## src/rtl/target_hit_detector.sv

```systemverilog
// Photo-target hit detector: synchronizes and debounces 10 photo bits, arms one target
// for a timed window and reports hit/miss with a saturating score. Define MISS_PENALTY_EN to deduct a point per miss.
module target_hit_detector #(
    parameter int          DEB_CYCLES = 8,
    parameter logic [31:0] HIT_POINTS = 32'd1
) (
    input  logic        clock,
    input  logic        reset,
    input  logic [9:0]  photo_array,
    input  logic        arm,
    input  logic [3:0]  target_id,
    input  logic [31:0] window_len,
    output logic        busy,
    output logic        arm_err,
    output logic        res_valid,
    input  logic        res_ack,
    output logic        res_hit,
    output logic [3:0]  res_target,
    output logic [31:0] score
);

    localparam int NT = 10;
    localparam int CW = 8;

    typedef enum logic [1:0] {IDLE, ARMED, REPORT} state_t;

    state_t        state;
    logic [3:0]    tgt_q;
    logic [31:0]   win_cnt;
    logic [NT-1:0] sync_p0, sync_p1;
    logic [CW-1:0] deb_cnt [NT];
    logic [NT-1:0] lit, lit_q;
    logic [15:0]   rise_all;
    logic          hit_edge;

    function automatic logic [31:0] sat_add(input logic [31:0] a);
        logic [32:0] s;
        s = {1'b0, a} + {1'b0, HIT_POINTS};
        return s[32] ? 32'hFFFF_FFFF : s[31:0];
    endfunction

    function automatic logic [31:0] miss_score(input logic [31:0] a);
`ifdef MISS_PENALTY_EN
        return (a == 32'd0) ? a : a - 32'd1;
`else
        return a;
`endif
    endfunction

    always_comb begin
        for (int i = 0; i < NT; i++) lit[i] = (deb_cnt[i] == CW'(DEB_CYCLES));
    end

    // Padded so any 4-bit latched index selects a defined bit.
    assign rise_all = {6'b0, lit & ~lit_q};
    assign hit_edge = rise_all[tgt_q];
    assign busy     = (state != IDLE);

    // Stage p0/p1: two-flop synchronizer, then per-bit saturating debounce counter
    always_ff @(posedge clock or negedge reset) begin
        if (!reset) begin
            sync_p0 <= '0;
            sync_p1 <= '0;
            lit_q   <= '0;
            for (int i = 0; i < NT; i++) deb_cnt[i] <= '0;
        end else begin
            sync_p0 <= photo_array;
            sync_p1 <= sync_p0;
            lit_q   <= lit;
            for (int i = 0; i < NT; i++) begin
                if (!sync_p1[i])
                    deb_cnt[i] <= '0;
                else if (!lit[i])
                    deb_cnt[i] <= deb_cnt[i] + 1'b1;
            end
        end
    end

    // Control FSM; a hit edge takes priority over window expiry in the same cycle
    always_ff @(posedge clock or negedge reset) begin
        if (!reset) begin
            state      <= IDLE;
            tgt_q      <= '0;
            win_cnt    <= '0;
            arm_err    <= 1'b0;
            res_valid  <= 1'b0;
            res_hit    <= 1'b0;
            res_target <= '0;
            score      <= '0;
        end else begin
            arm_err <= 1'b0;
            case (state)
                IDLE: begin
                    if (arm) begin
                        if (target_id <= 4'd9) begin
                            tgt_q   <= target_id;
                            win_cnt <= (window_len == 32'd0) ? 32'd1 : window_len;
                            state   <= ARMED;
                        end else begin
                            arm_err <= 1'b1;
                        end
                    end
                end
                ARMED: begin
                    if (hit_edge) begin
                        state      <= REPORT;
                        res_valid  <= 1'b1;
                        res_hit    <= 1'b1;
                        res_target <= tgt_q;
                        score      <= sat_add(score);
                    end else if (win_cnt == 32'd0) begin
                        state      <= REPORT;
                        res_valid  <= 1'b1;
                        res_hit    <= 1'b0;
                        res_target <= tgt_q;
                        score      <= miss_score(score);
                    end else begin
                        win_cnt <= win_cnt - 32'd1;
                    end
                end
                REPORT: begin
                    if (res_ack) begin
                        state     <= IDLE;
                        res_valid <= 1'b0;
                    end
                end
                default: state <= IDLE;
            endcase
        end
    end

endmodule

```

## config.mk

```make
export PLATFORM = sky130hd
export DESIGN_NAME = target_hit_detector
export DESIGN_NICKNAME = d
export VERILOG_FILES = /design/src/rtl/target_hit_detector.sv
export SDC_FILE = /design/constraint.sdc
export NUM_CORES = 1
export LEC_CHECK = 0
export ABC_AREA = 1
export BUFFER_PORTS_ARGS = -buffer_cell sky130_fd_sc_hd__buf_2
export CORE_UTILIZATION = 35
export CTS_BUF_LIST = sky130_fd_sc_hd__clkbuf_8
export CTS_CLUSTER_DIAMETER = 120
export DETAILED_ROUTE_END_ITERATION = 8
export PLACE_DENSITY_LB_ADDON = 0.05
export SYNTH_ARGS = -nofsm -noshare
export SYNTH_HDL_FRONTEND = slang
export SYNTH_SLANG_ARGS = --single-unit
```

## constraint.sdc

```tcl
create_clock -name clock -period 5.9 [get_ports clock]
set_clock_uncertainty 0.1 [all_clocks]
set_input_delay 0.295 -clock clock [delete_from_list [all_inputs] [get_ports clock]]
set_output_delay 0.295 -clock clock [all_outputs]
set_load 0.005 [all_outputs]
```

==> impl_metrics.py <==
metrics = {
    "run_status": {
        "outcome": "complete, no violations",
    },
    "cts": {
        "htreeDepth": 4,
        "numClockSinks": 187,
        "clock_latency_ps": 480,
        "cts_tree": "built",
        "cts_root_buf": "clkbuf_8",
        "clockBufferDepth": 2,
        "cts_made_buffers": 17,
        "path_clk_slew_ps": 120,
    },
    "place": {
        "io_buffers": 89,
        "place.gp.congestion": 0.829,
        "dp_cells": 1851,
        "placed_area_sq_um": 11200,
        "hpwl_mm": 18.5,
    },
    "synthesis": {
        "synthMuxAreaShare": 0,
        "synth-seq-area-share": 0.449,
        "synth_ff_type": "dfrtp_1",
        "synth-edff-count": 0,
        "synth_area_sq_um": 10400,
        "yosysMostFrequentCell": "nand2_1",
        "synth_area_leader_cell": "dfrtp_1",
        "synth_nets": 1477,
        "syn_area_per_cell_sq_um": 7.42,
        "synth_compound_area_frac": 0.0658,
        "yosys_warnings": 0,
        "ys_top_cells_by_area": "dfrtp_1 (45%), nand2_1 (14%), nand3_1 (8.2%)",
        "synth_cell_types": 37,
        "synthAdderAreaFrac": 0.0276,
        "synth_xor_area_frac": 0.0244,
        "synthArstFlopShare": 1.00,
        "synth_top_cell_area_share": 0.449,
        "synth_top_family_by_area": "simple AND/OR/NAND/NOR gates",
        "netlist_instances": 1404,
        "synthSimpleGateAreaFrac": 0.356,
        "ys_top_cells_by_count": "nand2_1 (390), dfrtp_1 (187), nand3_1 (170), inv_1 (151), nor2_1 (144)",
        "synth_seq_cells": 187,
    },
    "final_layout": {
        "finalNetCount": 1583,
        "postLayoutCellArea_sq_um": 11800,
        "final_cells": 1907,
        "drive_gt1_frac": 0.109,
        "syn_to_final_growth_pct": 13.5,
        "n_antenna_cell": 0,
    },
    "floorplanning": {
        "dieArea_sq_um": 30500,
        "pin_count": 90,
        "die_y_um": 175,
        "fp.dieW_um": 175,
        "rows": 62,
        "core_area_sq_um": 29000,
        "start_util": 0.359,
    },
    "power": {
        "leakage_nw": 5.79,
        "p_total_w": 0.00365,
        "p_per_area_nw_per_um2": 309,
        "ir_drop_uv": 164,
    },
    "global_route": {
        "grt_pass1_vias": 8963,
        "track_usage": 0.181,
        "globalRouteOverflowTotal": 0,
        "antenna_found_initial": 0,
        "grt_pass1_wl_mm": 44.5,
        "grt_max_degree": 79,
    },
    "timing": {
        "period_share": 0.546,
        "fmax_ghz": 0.310,
        "worst_slew_pin_slew_ps": 985,
        "finalHoldViolCount": 0,
        "rsz0062_at_grt": "false",
        "setup_viol": 0,
        "max-slew-margin-rel": 0.342,
        "period_needed_ps": 3220,
        "slew_viol_final": 0,
        "fin_setup_tns_ps": 0,
    },
    "routing": {
        "drc": 0,
        "wl_per_cell_um": 13.6,
        "routed_wl_mm": 26.0,
        "first_iter_violations": 529,
        "dr.pass1.iters": 5,
        "antenna_left": 0,
        "viasPerCell": 4.84,
        "num_vias": 9238,
    },
    "worst_setup_path": {
        "arrival_ps": 3550,
        "critPathKind": "reg2reg",
        "cp_data_required_time_ps": 6220,
        "slowest_delay_ps": 810,
        "critPathTopFamily": "simple AND/OR/NAND/NOR gates",
        "endpoint_kind": "register",
        "critPathMaxFanout": 21,
        "critical_path.n_buffers_inverters": 2,
        "slowest_stage": "nand4_1",
        "crit_path_start_kind": "register",
        "crit_chain": "ha_1 > nand3_2 > inv_2 > nand2_1 > nor2_1 > nand4_1 > buf_4 > nand3_1 > nand3_1 > nand2_1",
    },
    "job": {
        "cap_violations": 0,
    },
    "min_path": {
        "hold_path_class": "in2reg",
    },
}
-- power by group --
group	total [W]	internal (W)	switching (W)
Sequential	0.00166	0.00146	0.000205
Combinational	0.00112	0.000364	0.000752
Clock	0.000873	0.000321	0.000551
Total	0.00365	0.00214	0.00151
-- cell type report --
type / instances / area (sq um)
multi-input cells: 1027 / 4940
inverters: 159 / 597
clock buffers: 17 / 234
clock inverters: 15 / 164
flip-flops and latches: 187 / 4680
well taps: 384 / 480
fillers: 3077 / 17200
repair buffers: 118 / 732
-- stage by stage --
step / hold WS [ps] / setup WS [ps] / util
after floorplan: -101 / 4020 / -
after global placement: 232 / 2630 / 0.386
after detailed placement: 235 / 2620 / 0.386
after CTS: 0.278 / 2590 / 0.408
after global routing: 20.0 / 2310 / 0.408
final: 42.4 / 2680 / 0.408
-- routing by layer --
| metal | GRT usage | routed length, um |
|---|---|---|
| met1 | 0.252 | 13300 |
| met2 | 0.292 | 11800 |
| met3 | 0.0304 | 641 |
| met4 | 0.0435 | 285 |
| met5 | 0 | 0 |
-- sequential cells by signal (all words and copies together) (netlist names) --
name	count
arm_err	1
win_cnt	32
state	2
sync_p0	10
tgt_q	4
res_hit	1
res_valid	1
res_target	4
deb_cnt	80
lit_q	10
score	32
sync_p1	10
-- placed cells by master (no fill, tap or decap), drive strengths merged, types with 4 or more instances in the layout --
| cell type | instances |
|---|---|
| nand3 | 173 |
| ha | 23 |
| xor2 | 18 |
| nand4 | 15 |
| dfrtp | 187 |
| inv | 168 |
| xnor2 | 11 |
| clkinv | 5 |
| nor3b | 18 |
| o21ai | 78 |
| nand2 | 395 |
| nor2 | 152 |
| dlygate4sd3 | 24 |
| or2 | 13 |
| buf | 93 |
| nor4 | 12 |
| clkbuf | 18 |
| a31oi | 4 |
| nor3 | 60 |
| a21oi | 48 |
-- worst min-delay path: stages --
cell and delay [ps]:
buf_2 90, nand2_1 50, nand2_1 60, nand2_1 40, nand2_1 40
-- kinds of logic after synthesis --
group                    count (synthesis)
buffers and inverters                  190
adder cells (fa/ha/maj)                 23
AO/OA/AOI/OAI                          134
XOR/XNOR                                29
AND/OR/NAND/NOR                        841
flip-flops                             187
-- worst paths after layout --
| kind | start | to | slack, ps | cells after the start |
|---|---|---|---|---|
| setup / recovery | score[0]$_DFFE_PN0P_ | score[11]$_DFFE_PN0P_ | 2680 | 10 |
| hold / removal | window_len[6] | win_cnt[6]$_DFFE_PN0P_ | 40 | 5 |
| setup reg to reg | score[0]$_DFFE_PN0P_ | score[11]$_DFFE_PN0P_ | 2680 | 10 |
| hold reg to reg | sync_p0[7]$_DFF_PN0_ | sync_p1[7]$_DFF_PN0_ | 250 | 0 |
| max in group asynchronous | reset | win_cnt[9]$_DFFE_PN0P_ | 4060 | 3 |
| min in group asynchronous | reset | sync_p1[1]$_DFF_PN0_ | 310 | 2 |
-- what timing repair did --
action | in CTS | in global routing
hold buffers | 24 | 0
gates resized for setup | 0 | 0
buffers inserted | 0 | 0
endpoints found under the hold margin | 98 | 0
No activity file was read; power rests on OpenSTA's default activity.
